File: src/rtl/sevenseg_encoder.sv
// ---------------------------------------------------------------------------
// sevenseg_encoder
//   Recovers a hex digit from a 7-segment pattern (the inverse of the HEX0
//   decoder). seg_in is asynchronous, so it is synchronised, debounced and
//   then matched exactly against the 16 canonical glyphs. A recovered digit
//   is offered on a valid/ready handshake. A stable pattern that matches no
//   glyph raises a one-cycle error pulse instead.
//
//   Optional feature macro: SEG_ERRCNT_EN (adds a saturating error counter;
//   without it err_count is tied to zero).
//
// Ports
//   clk        system clock
//   rst        synchronous, active-high reset
//   seg_in     [6:0] segment pattern, bit0=a(top) .. bit6=g(middle), async
//   hex_ready  consumer accepts hex_out this cycle
//   hex_out    [3:0] recovered digit
//   hex_valid  hex_out holds a digit not yet accepted
//   err_pulse  one-cycle pulse: stable pattern matched no glyph
//   err_count  [7:0] invalid-pattern count (0 unless SEG_ERRCNT_EN)
// ---------------------------------------------------------------------------
module sevenseg_encoder #(
    parameter int STABLE_CYCLES = 4,
    parameter bit ACTIVE_LOW    = 1'b1
) (
    input  logic       clk,
    input  logic       rst,
    input  logic [6:0] seg_in,
    input  logic       hex_ready,
    output logic [3:0] hex_out,
    output logic       hex_valid,
    output logic       err_pulse,
    output logic [7:0] err_count
);

    localparam int            CW       = $clog2(STABLE_CYCLES + 1);
    localparam logic [CW-1:0] STABLE_N = CW'(STABLE_CYCLES);

    localparam logic [1:0] IDLE    = 2'd0;
    localparam logic [1:0] CONVERT = 2'd1;
    localparam logic [1:0] HOLD    = 2'd2;

    // Active-high glyphs, g..a; entry [n] is the pattern for digit n.
    localparam logic [15:0][6:0] GLYPHS = {
        7'h71, 7'h79, 7'h5E, 7'h39, 7'h7C, 7'h77, 7'h6F, 7'h7F,
        7'h07, 7'h7D, 7'h6D, 7'h66, 7'h4F, 7'h5B, 7'h06, 7'h3F
    };

    logic [6:0]    sync1, sync2;
    logic [1:0]    sync_vld;
    logic [6:0]    seg_s, seg_prev, cand;
    logic [CW-1:0] run_cnt, run_nxt;
    logic          stable;
    logic [7:0]    last_conv;
    logic [1:0]    state;
    logic [15:0]   hit;
    logic          match;
    logic [3:0]    match_idx;

    // ---------------- synchroniser ----------------
    // sync_vld marks when sync2 carries real samples rather than reset zeros;
    // otherwise the reset value (all-on "8" when active-low) could convert.
    always_ff @(posedge clk) begin
        if (rst) begin
            sync1    <= '0;
            sync2    <= '0;
            sync_vld <= '0;
        end else begin
            sync1    <= seg_in;
            sync2    <= sync1;
            sync_vld <= {sync_vld[0], 1'b1};
        end
    end

    assign seg_s = ACTIVE_LOW ? ~sync2 : sync2;

    // ---------------- stability tracking ----------------
    // run_nxt is the length of the current run of identical samples,
    // including the one now in sync2. Deciding on it directly (rather than
    // on the registered count) gives the step-to-valid latency of
    // STABLE_CYCLES+3 edges.
    always_comb begin
        run_nxt = '0;
        if (sync_vld[1]) begin
            if (seg_s != seg_prev)
                run_nxt = CW'(1);
            else if (run_cnt == STABLE_N)
                run_nxt = STABLE_N;
            else
                run_nxt = run_cnt + 1'b1;
        end
    end

    assign stable = (run_nxt == STABLE_N);

    always_ff @(posedge clk) begin
        if (rst) begin
            seg_prev <= '0;
            run_cnt  <= '0;
        end else begin
            seg_prev <= seg_s;
            run_cnt  <= run_nxt;
        end
    end

    // ---------------- glyph match ----------------
    for (genvar g = 0; g < 16; g++) begin : g_match
        assign hit[g] = (cand == GLYPHS[g]);
    end

    always_comb begin
        match_idx = '0;
        for (int i = 0; i < 16; i++)
            if (hit[i]) match_idx = 4'(i);
    end

    assign match = |hit;

    // ---------------- FSM ----------------
    // The pattern is captured on IDLE->CONVERT so a change on the very next
    // sample cannot corrupt the conversion.
    always_ff @(posedge clk) begin
        if (rst) begin
            state     <= IDLE;
            cand      <= '0;
            last_conv <= 8'h80;
            hex_out   <= '0;
            hex_valid <= 1'b0;
            err_pulse <= 1'b0;
        end else begin
            err_pulse <= 1'b0;
            case (state)
                IDLE: begin
                    if (stable && ({1'b0, seg_s} != last_conv)) begin
                        cand  <= seg_s;
                        state <= CONVERT;
                    end
                end
                CONVERT: begin
                    last_conv <= {1'b0, cand};
                    if (match) begin
                        hex_out   <= match_idx;
                        hex_valid <= 1'b1;
                        state     <= HOLD;
                    end else begin
                        err_pulse <= 1'b1;
                        state     <= IDLE;
                    end
                end
                HOLD: begin
                    if (hex_ready) begin
                        hex_valid <= 1'b0;
                        state     <= IDLE;
                    end
                end
                default: state <= IDLE;
            endcase
        end
    end

    // ---------------- optional error counter ----------------
`ifdef SEG_ERRCNT_EN
    logic [7:0] err_cnt_q;

    always_ff @(posedge clk) begin
        if (rst)
            err_cnt_q <= '0;
        else if (err_pulse && (err_cnt_q != 8'hFF))
            err_cnt_q <= err_cnt_q + 8'd1;
    end

    assign err_count = err_cnt_q;
`else
    assign err_count = '0;
`endif

endmodule
File: config.mk
export PLATFORM = sky130hd
export DESIGN_NAME = sevenseg_encoder
export DESIGN_NICKNAME = d
export VERILOG_FILES = /design/src/rtl/sevenseg_encoder.sv
export SDC_FILE = /design/constraint.sdc
export NUM_CORES = 1
export LEC_CHECK = 0
export CORE_MARGIN = 8
export CORE_UTILIZATION = 55
export CTS_CLUSTER_DIAMETER = 200
export DETAILED_ROUTE_END_ITERATION = 8
export PLACE_DENSITY = 0.78
export RECOVER_POWER = 25
export SLEW_MARGIN = 20
export SYNTH_ARGS = -nofsm -noshare
export SYNTH_HDL_FRONTEND = slang
export SYNTH_SLANG_ARGS = --single-unit
File: constraint.sdc
create_clock -name clk -period 2 [get_ports clk]
set_input_delay 0.2 -clock clk [delete_from_list [all_inputs] [get_ports clk]]
set_output_delay 0.2 -clock clk [all_outputs]
set_load 0.02 [all_outputs]
==> metrics.md <==
| Metric | Value |
|---|---|
| Overall Power | `~1.8 mW` |
| GRT Residual Overflow | `0` |
| Number of max-slew violations in the final report | `0` |
| Time the final worst path needs with I/O delays and setup | `1.89 ns` |
| Critical path fanouts, max | `6` |
| Commonest non-fill, non-tap cells in the layout | `sky130_fd_sc_hd__dfxtp_1, sky130_fd_sc_hd__nand2_1, sky130_fd_sc_hd__a21oi_1, sky130_fd_sc_hd__nor2_1, sky130_fd_sc_hd__nor2b_1` |
| Number of top-level pins | `24` |
| TritonCTS buffer count | `5` |
| Worst-case clock buffer depth | `2` |
| Data arrival time at the worst-slack endpoint | `2.04 ns` |
| Cell area after placement | `0.00238 mm²` |
| HP Class | `reg -> reg` |
| Most common library cell in the layout ignoring fill and taps | `sky130_fd_sc_hd__dfxtp_1` |
| Post-route DRC | `0` |
| Area of the die | `roughly 0.0062 mm²` |
| Number of enable-type register cells in the synthesized netlist | `0` |
| Post-route clock skew | `0.00501 ns` |
| Measured slew at the worst slew-check pin | `0.745 ns` |
| Dominant synthesized flop cell | `sky130_fd_sc_hd__dfxtp_1` |
| Antenna diodes | `0` |
| # rows | `23` |
| Total number of vias | `1715` |
| Outcome | `finished clean` |
| Half-perimeter wire length after placement | `between 2 and 3 mm` |
| Initial antenna violation count | `0` |
| Layout Cells excl Fill | `325` |
| Post-synthesis area per instance | `8.64 µm²` |
| GPL Wtd Cong | `0.895` |
| Number of global-route vias before repair | `1603` |
| Top area cells in the synthesized netlist | `sky130_fd_sc_hd__dfxtp_1, sky130_fd_sc_hd__nand2_1, sky130_fd_sc_hd__a21oi_1` |
| Skew-Pair Late Insertion Delay | `0.30 ns` |
| Antenna violation net count after detailed routing | `0` |
| Initial cell density of the core | `between 50% and 60%` |
| Worst vdd rail ir drop | `0.000613 V` |
| Wirelength, routed | `4.12 mm` |
| Largest net degree at the start of global routing | `19` |
| Clock transition at the registers of the reported paths | `roughly 0.08 ns` |
| Root buffer selected by CTS | `sky130_fd_sc_hd__clkbuf_8` |
| Global-route wire length before repair | `6.98 mm` |
| Avg Vias per Cell | `roughly 5.3` |
| Proportion of synthesized flip-flops having asynchronous set or reset | `0%` |
| Kind of critical path | `reg -> reg` |
| Input/output buffers | `15` |
| Yosys top cell area share | `45.2%` |
| Starting DRT DRC Count | `72` |
| Synthesized flop and latch total | `49` |
| Filler cells | `about 330` |
| R2R setup slack | `approximately 0.11 ns` |
| Setup crit start kind | `flop` |
| Total routing usage reported by global routing | `14.0%` |
| Clk sinks | `49` |
| 1st-pass router iterations | `4` |
| Max-Slew Margin vs Limit | `50.3%` |
| Final Hold Fails | `0` |
| Die width | `78.8 µm` |
| Max-cap violations | `0` |
| Part of the cycle the worst path needs | `around 94%` |
| Unique masters post-synth | `43` |
| Warning count from the yosys run | `0` |
| Nets | `286` |
| DIE HEIGHT | `78.8 µm` |
| Peak clock frequency supported by timing | `~530 MHz` |
| Leak | `0.937 nW` |
| Final design area excluding fillers | `roughly 0.0025 mm²` |
| Cell type with the highest aggregate area in the netlist | `sky130_fd_sc_hd__dfxtp_1` |
| Proportion of synthesized chip area in sequential cells | `45.2%` |
| H-tree Lvls | `2` |
| Required time of the critical path | `2.16 ns` |
| Post-CTS Hold Buffers | `0` |
| Area Growth Syn to Fin | `16.9%` |
| Netlist area before placement | `0.00217 mm²` |
| Average wire length per cell after detail routing | `12.7 µm` |
| Cell Pwr Density | `716 mW/mm²` |
| CP endpoint kind | `flop` |
| Fraction of layout instances using a drive strength above 1 | `14.9%` |
| Core area | `0.00388 mm²` |
| # setup viols final | `0` |
| CTS tree | `done` |
| Number of instances in the synthesized netlist | `251` |
| Placed insts | `between 300 and 400` |
## worst paths after layout
kind / from / endpoint / cells after the start
hold reg to reg: sync_vld[0]$_DFF_P_ / sync_vld[1]$_SDFF_PP0_ / 1
setup reg to reg: run_cnt[0]$_SDFF_PP0_ / cand[3]$_SDFFE_PP0P_ / 7
hold / removal: sync_vld[0]$_DFF_P_ / sync_vld[1]$_SDFF_PP0_ / 1
setup / recovery: run_cnt[0]$_SDFF_PP0_ / cand[3]$_SDFFE_PP0P_ / 7
## cell usage after synthesis, drive strengths merged (2+ instances only)
library cell,count
mux2i,2
xor2,5
nand2b,4
xnor2,11
clkbuf,8
o21ai,6
buf,16
a21oi,22
nand2,35
nor2b,16
a31oi,2
nand3b,2
inv,9
dfxtp,49
ha,2
nor2,17
nand4,3
or2,8
nand3,4
o2bb2ai,2
nor4b,2
nor3,5
or3b,2
nor4,6
## cell type report
cell class,instances,area (µm²),area share (%)
flip-flops and latches,49,990,39.0
well taps,50,62.6,2.47
clock buffers,7,86.3,3.40
inverters,9,33.8,1.33
repair buffers,32,270,10.7
multi-input cells,177,1060,41.9
clock inverters,1,30.0,1.18
## flip-flops by register name, summed over array words and instances, names as in the netlist
signal / cells
run_cnt: 3
err_pulse: 1
sync2: 7
last_conv: 8
hex_out: 4
cand: 7
state: 2
hex_valid: 1
sync1: 7
sync_vld: 2
seg_prev: 7
## worst max-delay path: stages (launching register included)
cell and delay, ns:
sky130_fd_sc_hd__dfxtp_1 0.34, sky130_fd_sc_hd__inv_1 0.07, sky130_fd_sc_hd__ha_1 0.33, sky130_fd_sc_hd__nor4b_2 0.34, sky130_fd_sc_hd__nand4_1 0.31, sky130_fd_sc_hd__buf_4 0.25, sky130_fd_sc_hd__nand2_1 0.06, sky130_fd_sc_hd__a21oi_1 0.05
## metal layers
layer | up-vias | global-route usage [%] | part of all wire [%]
met2 | 39 | 23.0 | 51
met5 | - | 0 | 0
li1 | 870 | - | -
met1 | 796 | 15.8 | 41
met4 | 0 | 6.85 | 1.9
met3 | 10 | 4.97 | 5.4
## report_power, final
group	switching (mW)	internal (mW)
sequential	0.0126	1.00
combinational	0.0506	0.0426
clock	0.304	0.407
total	0.367	1.45
## kinds of logic after synthesis
kind of cell	Yosys count	share of synthesized area, %
compound gates	42	12.5
fa+ha+maj	2	1.15
flops	49	45.2
mux	2	0.923
other cells	1	0.173
xor+xnor	16	6.46
buf+inv	33	8.25
simple gates	106	25.4
## stage by stage
stage	hold slack [ns]	TNS [ns]	util, %	setup slack, ns
after floorplan	0.328	0	-	0.309
after global placement	0.417	0	61.2	0.0497
after detailed placement	0.422	0	61.2	0.0374
after CTS	0.436	0	64.2	0.0229
after global routing	0.447	-0.177	65.3	-0.0427
final	0.439	0	65.3	0.114
## timing repair
action	CTS	global route
gates resized for setup	0	10
setup buffers	0	2
endpoints found under the setup margin	0	11
Power figures use the tool's default switching activity.
